<file path="src/rtl/pulse_channel.sv">
// Square-wave voice: prescaled down-counting step timer, STEPS-position phase
// sequencer, four duty patterns and volume gating into a registered sample.
module pulse_channel #(
  parameter int FREQ_WIDTH = 11,
  parameter int STEPS      = 8,
  parameter int PRESCALE   = 4,
  parameter int VOL_WIDTH  = 4
) (
  input  logic                  clk,
  input  logic                  rst_n,
  input  logic                  enable,
  input  logic                  trigger,
  input  logic [FREQ_WIDTH-1:0] freq,
  input  logic [1:0]            duty_cycle,
  input  logic [VOL_WIDTH-1:0]  volume,
  output logic [VOL_WIDTH-1:0]  out,
  output logic                  step_strobe
);

  localparam int PW  = $clog2(STEPS);
  localparam int PSW = (PRESCALE > 1) ? $clog2(PRESCALE) : 1;
  localparam int TW  = FREQ_WIDTH + 1;

  logic [PSW-1:0] prescaler;
  logic [TW-1:0]  timer;
  logic [TW-1:0]  reload;
  logic [PW-1:0]  phase;
  logic [PW-1:0]  high_cnt;
  logic           load_pend;
  logic           tick;
  logic           wave_high;

  // One extra timer bit so freq=0 still yields 2^FREQ_WIDTH ticks.
  assign reload    = (TW'(1) << FREQ_WIDTH) - TW'(freq);
  assign tick      = enable && (prescaler == PSW'(PRESCALE - 1));
  assign wave_high = (phase < high_cnt);

  always_comb begin
    high_cnt = PW'(STEPS / 8);
    case (duty_cycle)
      2'd0:    high_cnt = PW'(STEPS / 8);
      2'd1:    high_cnt = PW'(STEPS / 4);
      2'd2:    high_cnt = PW'(STEPS / 2);
      default: high_cnt = PW'((3 * STEPS) / 4);
    endcase
  end

  // load_pend makes the first clock after reset release sample freq into the timer.
  always_ff @(posedge clk or negedge rst_n) begin
    if (!rst_n) begin
      prescaler   <= '0;
      timer       <= '0;
      phase       <= '0;
      load_pend   <= 1'b1;
      step_strobe <= 1'b0;
      out         <= '0;
    end else begin
      out         <= (enable && wave_high) ? volume : '0;
      step_strobe <= 1'b0;
      if (load_pend || trigger) begin
        load_pend <= 1'b0;
        prescaler <= '0;
        timer     <= reload;
        phase     <= '0;
      end else if (enable) begin
        prescaler <= tick ? '0 : prescaler + 1'b1;
        if (tick) begin
          if (timer <= TW'(1)) begin
            timer       <= reload;
            phase       <= phase + 1'b1;
            step_strobe <= 1'b1;
          end else begin
            timer <= timer - 1'b1;
          end
        end
      end
    end
  end

endmodule

</file>
<file path="config.mk">
export PLATFORM = sky130hd
export DESIGN_NAME = pulse_channel
export DESIGN_NICKNAME = d
export VERILOG_FILES = /design/src/rtl/pulse_channel.sv
export SDC_FILE = /design/constraint.sdc
export NUM_CORES = 1
export LEC_CHECK = 0
export ABC_AREA = 0
export CAP_MARGIN = 20
export CORE_UTILIZATION = 45
export DETAILED_ROUTE_END_ITERATION = 10
export GPL_TIMING_DRIVEN = 0
export PLACE_DENSITY = 0.72
export SLEW_MARGIN = 10
export SYNTH_ARGS = -nofsm -noshare
export SYNTH_HDL_FRONTEND = slang
export SYNTH_SLANG_ARGS = --single-unit
</file>
<file path="constraint.sdc">
create_clock -name clk -period 2.3 [get_ports clk]
set_clock_uncertainty 0.15 [all_clocks]
set_input_delay 0.46 -clock clk [delete_from_list [all_inputs] [get_ports clk]]
set_output_delay 0.46 -clock clk [all_outputs]
set_load 0.01 [all_outputs]
</file>
==> metrics, run 1 <==
largest net degree at the start of global routing=24; final instance area=1920 um2; CP Capture Type=register; layout cell share with drive strength beyond 1=15.5%; Pwr Density=467 nW/um2; ANT nets after route=0; Max Clk Rate=0.437 GHz; period utilisation layout=99.5%; Reg clk slew, reported paths=0.13 ns; Hold Path Class=input port to asynchronous set/reset pin; gr ovfl total=0; mean post-synth cell area=9.19 um2; top-count cell post-synth=nor2_1; post-synth top area cell=dfrtp_1; synth top area cells=dfrtp_1, ha_1, nor2_1; Initial Util=48.8%; port bufs=25; ANT cells=0; Synth Instances=166; fin nets=229; CP Max Fanout=10; die area=3630 um2; Arrival @ worst endpoint=2.34 ns; Pre-antenna DRT Iters=4; worst r2r src=timer[8]; Clock Sink Count=23; Post-DP Area=1830 um2; Syn-to-layout area delta=25.9%; Total GRT Usage=21.7%; DRC=0; global placement routability congestion=0.835; Clk Latency, worst-skew pair=0.31 ns; Hold Vio Cnt, Final=0; Reg2Reg Setup Slack=0.01 ns; Synth Cell Area=1530 um2; crit path from=timer[8]; max-slew violations=0; TritonCTS clock tree=yes; Die W=60.2 um; maximum buffer depth of the clock tree=2; initial antenna violation count=0; max cap viols=0; commonest cells in the netlist=nor2_1, dfrtp_1, inv_1; DPL Wire Length=2660 um; final setup fails=0; post-synthesis sequential area ratio=37.8%; via density per instance=5.63; Most used DFF post-synth=dfrtp_1; outcome=complete, no violations; H-tree depth=1; Worst R2R End=timer[5]; Initial DRC Count=63; Post-Synthesis Net Count=194; peak supply drop=0.000189 V; Setup CP Type=register to register; leakage power=0.825 nW; worst-margin pin slew=0.553 ns; # fillers=281; area share of the largest cell type after synthesis=36.1%; total CTS buffers=3; power after layout=897 uW; RSZ-0062 raised after global routing=true; Root Driver=clkbuf_4; Routed Wire Length=3530 um; Slew HR=62.8%; cells on worst reg2reg path=6; CP required=2.35 ns; YS warnings=0; register bit total from synthesis=23; Wirelength per Cell=14.5 um; chip height=60.2 um; total number of vias=1373; IO Count=26; core area=3130 um2; min cycle time layout=2.29 ns; Rows=20; vias in the first global route=1342; CP startpoint kind=register; synth unique cells=49; number of synthesized flops with an enable pin=0; Async SR Flop Fraction=100%; first-pass GRT wire length=5810 um
-- per-stage QoR --
step | setup WS [ns] | hold WS, ns | TNS (ns) | utilization [%] | cells
CTS | 0.00285 | 0.370 | 0 | 60.0 | 241
global placement | -0.294 | 0.326 | -1.97 | 58.5 | 235
detailed placement | -0.427 | 0.339 | -2.86 | 58.5 | 235
finish | 0.0107 | 0.302 | 0 | 61.4 | 244
floorplan | 0.160 | 0.0144 | 0 | - | 166
global route | -0.0807 | 0.320 | -0.569 | 61.4 | 244
-- report_power, final --
part	total, mW	switching [mW]	internal (mW)
clock network	0.188	0.121	0.0678
registers	0.466	0.0293	0.436
logic	0.243	0.123	0.120
-- area by class of cell --
class,count,area [um2],area share (%)
inverter,12,45.0,2.35
buffer,5,43.8,2.28
clock buffer,4,26.3,1.37
tap,44,55.1,2.87
sequential,23,577,30.0
multi-input combinational,126,882,45.9
timing repair buffer,30,292,15.2
-- layer usage --
metal  global-route usage [%]  vias to the layer above  routed length, um
li1                         -                      665                  -
met1                     23.1                      640               1390
met2                     41.9                       60               1820
met3                     3.25                        8                241
met4                     8.64                        0                 82
met5                        0                        -                  0
-- flip-flops by register name, summed over array words and instances (netlist names) --
name and flops:
prescaler 2, load_pend 1, out 4, phase 3
timer 12, step_strobe 1
-- logic make-up after synthesis --
kind of cell	synth area share, %
xor+xnor	5.74
simple gates	24.9
fa+ha+maj	5.74
compound gates	15.9
mux	3.94
buf+inv	5.74
other cells	0.246
flops	37.8
-- repair_timing --
action | CTS | global route
hold buffers | 0 | 0
buffers inserted | 2 | 2
resized for setup | 1 | 7
pin swaps | 3 | 5
endpoints found under the setup margin | 4 | 14
-- placed cells by master, fill, tap and decap left out, types with 3 or more instances in the layout --
cell,instances
clkbuf_1,3
dfrtp_1,22
buf_4,4
nor4_1,4
nand3_1,6
clkbuf_4,3
nor2_1,22
o21ai_1,4
clkdlybuf4s50_1,25
nand2_1,8
a22o_1,3
xor2_1,4
nor3_1,7
mux2i_1,6
xnor2_1,6
o21ai_0,8
inv_1,12
ha_1,7
-- critical path, cell delays in order (launching register included) --
cell	delay, ns
dfrtp_1	0.43
or4_4	0.56
nor4b_4	0.40
a21o_4	0.20
buf_12	0.12
mux2i_1	0.21
o2bb2ai_1	0.09
-- worst max path at each step --
stage          slack, ns  depth (start not counted)        to
2_1_floorplan       0.16                          6  timer[2]
3_3_place_gp       -0.29                          6  timer[7]
3_5_place_dp       -0.43                          6  timer[7]
4_1_cts            0.003                          6  timer[2]
5_1_grt            -0.08                          6  timer[3]
6_report            0.01                          6  timer[5]
Power figures use the tool's default switching activity.
==> run 2, diff against run 1 <==
--- a/config.mk
+++ b/config.mk
@@ -10,7 +10,7 @@
 export CORE_UTILIZATION = 45
 export DETAILED_ROUTE_END_ITERATION = 10
 export GPL_TIMING_DRIVEN = 0
-export PLACE_DENSITY = 0.72
+export PLACE_DENSITY_LB_ADDON = 0.12
 export SLEW_MARGIN = 10
 export SYNTH_ARGS = -nofsm -noshare
 export SYNTH_HDL_FRONTEND = slang
==> constraint.sdc (replaced) <==
create_clock -name clk -period 2.3 [get_ports clk]
set_clock_uncertainty 0.15 [all_clocks]
set_input_delay 0.46 -clock clk [delete_from_list [all_inputs] [get_ports clk]]
set_output_delay 0.46 -clock clk [all_outputs]
set_load 0.1 [all_outputs]
==> metrics, run 2 (synthesized netlist as in run 1, its figures left out) <==
period utilisation layout=98.3%; Die W=60.2 um; total CTS buffers=3; peak supply drop=0.000300 V; DRC=0; Reg clk slew, reported paths=0.12 ns; port bufs=25; cts hold-fix bufs=0; final setup fails=0; first-pass GRT wire length=5400 um; IO Count=26; fin nets=228; core area=3130 um2; Pwr Density=481 nW/um2; initial antenna violation count=0; Arrival @ worst endpoint=2.38 ns; ANT cells=0; die area=3630 um2; worst hold margin=0.294 ns; Syn-to-layout area delta=25.1%; TritonCTS clock tree=yes; maximum buffer depth of the clock tree=2; H-tree depth=1; chip height=60.2 um; Clock Sink Count=23; CP Capture Type=register; crit path from=timer[9]; biggest regs=timer: 12 flops, out: 4 flops, phase: 3 flops; via density per instance=5.40; gr ovfl total=0; worst r2r src=timer[9]; RSZ-0062 raised after global routing=true; Max Clk Rate=0.442 GHz; largest net degree at the start of global routing=24; CP required=2.42 ns; Rows=20; max FFs per register=12; ANT nets after route=0; DPL Wire Length=2500 um; Clk Latency, worst-skew pair=0.32 ns; Hold Path Class=input port to asynchronous set/reset pin; worst-margin pin slew=0.957 ns; layout cell share with drive strength beyond 1=14.6%; Slew HR=36.5%; Root Driver=clkbuf_4; Routed Wire Length=3350 um; CP Max Fanout=10; final instance area=1910 um2; max-slew violations=0; outcome=complete, no violations; CP startpoint kind=register; leakage power=0.836 nW; total number of vias=1313; vias in the first global route=1210; power after layout=918 uW; Setup CP Type=register to register; Wirelength per Cell=13.8 um; Initial DRC Count=93; Initial Util=48.8%; Biggest register=timer; Post-DP Area=1830 um2; global placement routability congestion=0.853; Total GRT Usage=20.5%; setup TNS=0 ns; commonest cells after routing, fill and taps aside=nor2_1, dfrtp_1, clkdlybuf4s50_1; Pre-antenna DRT Iters=4; min cycle time layout=2.26 ns; max cap viols=0; Hold Vio Cnt, Final=0
-- run 2: area by class of cell --
class                           instances  area, um2
Tap cell                               44       55.1
Timing Repair Buffer                   29        282
Fill cell                             293       1220
Buffer                                  5       43.8
Sequential cell                        23        577
Inverter                               12       45.0
Clock buffer                            4       26.3
Multi-Input combinational cell        126        880
-- run 2: path summary, 6_finish.rpt --
kind / to / slack, ns / cells after the start
worst min-delay path: out[2] / 0.29 / 1
worst min register to register: phase[0] / 0.37 / 1
worst max-delay path: timer[3] / 0.04 / 6
min in group clk: phase[0] / 0.37 / 1
max in group asynchronous: load_pend / 1.16 / 2
worst max register to register: timer[3] / 0.04 / 6
-- run 2: metrics by stage --
| stage | setup WS [ns] | std cells | util, % |
|---|---|---|---|
| CTS | 0.000262 | 240 | 59.4 |
| finish | 0.0389 | 243 | 61.0 |
| detailed placement | -0.355 | 235 | 58.5 |
| global route | -0.0384 | 243 | 61.0 |
| floorplan | 0.160 | 166 | - |
| global placement | -0.320 | 235 | 58.5 |
-- run 2: repair_timing --
item,CTS,global route
buffers inserted,1,2
endpoints found under the setup margin,10,13
resized for setup,5,7
cloned,0,0
pin swaps,1,2
-- run 2: power by group --
| group | internal [mW] | leakage [nW] | switching (mW) | total, mW |
|---|---|---|---|---|
| clock network | 0.0681 | 0.0150 | 0.118 | 0.187 |
| logic | 0.117 | 0.531 | 0.148 | 0.265 |
| registers | 0.436 | 0.290 | 0.0307 | 0.467 |
| total | 0.621 | 0.836 | 0.297 | 0.918 |
-- run 2: critical path: stages (launching register included) --
cell	delay, ns
dfrtp_1	0.42
or4_4	0.56
nor4b_4	0.39
a21o_4	0.20
buf_12	0.13
mux2i_1	0.21
a22o_1	0.15
-- run 2: routing by layer --
layer  GRT usage, %  vias up  part of all wire [%]
li1               -      661                     -
met1           26.4      623                    47
met2           34.1       23                    48
met3           4.76        6                   4.1
met4           5.98        0                   1.1
met5              0        -                     0
==> run 3, diff against run 2 <==
--- a/config.mk
+++ b/config.mk
@@ -10,6 +10,7 @@
 export CORE_UTILIZATION = 45
 export DETAILED_ROUTE_END_ITERATION = 10
 export GPL_TIMING_DRIVEN = 0
+export MAX_ROUTING_LAYER = met4
 export PLACE_DENSITY_LB_ADDON = 0.12
 export SLEW_MARGIN = 10
 export SYNTH_ARGS = -nofsm -noshare
==> metrics, run 3 (synthesized netlist as in run 1, its figures left out) <==
initial antenna violation count=0; total number of vias=1309; Syn-to-layout area delta=25.1%; Root Driver=clkbuf_4; Reg2Reg Setup Slack=0.04 ns; Hold Path Class=input port to asynchronous set/reset pin; Slew HR=36.5%; ANT cells=0; TritonCTS clock tree=yes; peak supply drop=0.000300 V; Rows=20; Total GRT Usage=21.1%; Pwr Density=481 nW/um2; Clock Sink Count=23; Initial DRC Count=79; via density per instance=5.39; Max Clk Rate=0.442 GHz; Worst path max stage delay=0.56 ns; worst-margin pin slew=0.957 ns; H-tree depth=1; worst hold margin=0.294 ns; biggest regs=timer: 12 flops, out: 4 flops, phase: 3 flops; first-pass GRT wire length=5400 um; Hold Vio Cnt, Final=0; global placement routability congestion=0.866; final worst-path setup slack=0.0401 ns; max cap viols=0; IO Count=26; cts hold-fix bufs=0; maximum buffer depth of the clock tree=2; DRC=0; # fillers=293; CP delay by family, top=simple AND/OR/NAND/NOR gates; gr ovfl total=0; Placement Setup Slack=-0.355 ns; Routed Wire Length=3360 um; CP Max Fanout=10; register area=577 um2; Initial Util=48.8%; Setup CP Type=register to register; Core Util, Final=61.0%; leakage power=0.836 nW; total CTS buffers=3; crit path buf inv count=1; min cycle time layout=2.26 ns; die area=3630 um2; crit-path cells=or4_4 > nor4b_4 > a21o_4 > buf_12 > mux2i_1 > a22o_1; core area=3130 um2; ANT nets after route=0; vias in the first global route=1210; largest net degree at the start of global routing=24; outcome=complete, no violations; chip height=60.2 um; DPL Wire Length=2500 um; port bufs=25; final instance area=1910 um2; RSZ-0062 raised after global routing=true; Biggest register=timer; Die W=60.2 um; final setup fails=0; Clk Latency, worst-skew pair=0.32 ns; layout cell share with drive strength beyond 1=14.6%; CP startpoint kind=register; Post-DP Area=1830 um2; max FFs per register=12; Worst path slowest cell=or4_4; Multi-input gate area=880 um2; Reg clk slew, reported paths=0.12 ns; CP required=2.42 ns; max-slew violations=0; CP Capture Type=register; period utilisation layout=98.3%; fin nets=228; Arrival @ worst endpoint=2.38 ns; commonest cells after routing, fill and taps aside=nor2_1, dfrtp_1, clkdlybuf4s50_1; Pre-antenna DRT Iters=4; setup TNS=0 ns; Wirelength per Cell=13.8 um
-- run 3: cell counts in the layout (fill, tap and decap cells not counted) --
No cell type changed its count.
-- run 3: cell type report --
type	count	area share, %
plain buffers	5	2.30
well taps	44	2.89
repair buffers	29	14.8
inverters	12	2.36
flip-flops and latches	23	30.2
multi-input cells	126	46.1
clock buffers	4	1.38
-- run 3: report_power, final --
| part | leakage [nW] | switching, mW | internal, mW | total, mW |
|---|---|---|---|---|
| Clock | 0.0150 | 0.118 | 0.0681 | 0.186 |
| Sequential | 0.290 | 0.0300 | 0.436 | 0.466 |
| Combinational | 0.531 | 0.148 | 0.117 | 0.265 |
| Total | 0.836 | 0.296 | 0.621 | 0.918 |
-- run 3: metal layers --
layer | share of wire (%) | wire, um | vias to the layer above | track usage (%)
li1 | - | - | 661 | -
met2 | 48 | 1600 | 21 | 34.1
met5 | 0 | 0 | - | -
met3 | 3.1 | 105 | 6 | 4.76
met1 | 48 | 1610 | 621 | 26.4
met4 | 1.1 | 38 | 0 | 5.98
-- run 3: what timing repair did --
item                                    CTS  global route
pin swaps                                 1             2
endpoints found under the setup margin   10            13
gates resized for setup                   5             7
endpoints found under the hold margin     0             0
setup buffers                             1             2
cloned                                    0             0
-- run 3: final timing paths --
path | start | to | cells after the start
worst max-delay path | timer[9] | timer[3] | 6
worst min-delay path | rst_n | out[2] | 1
worst max register to register | timer[9] | timer[3] | 6
worst min register to register | phase[0] | phase[0] | 1
max in group asynchronous | rst_n | load_pend | 2
min in group clk | phase[0] | phase[0] | 1
-- run 3: stage by stage --
step / power (mW) / cells
6_report: 0.918 / 243
3_3_place_gp: 0.721 / 235
5_1_grt: 0.974 / 243
4_1_cts: 0.912 / 240
3_5_place_dp: 0.727 / 235
2_1_floorplan: 0.632 / 166
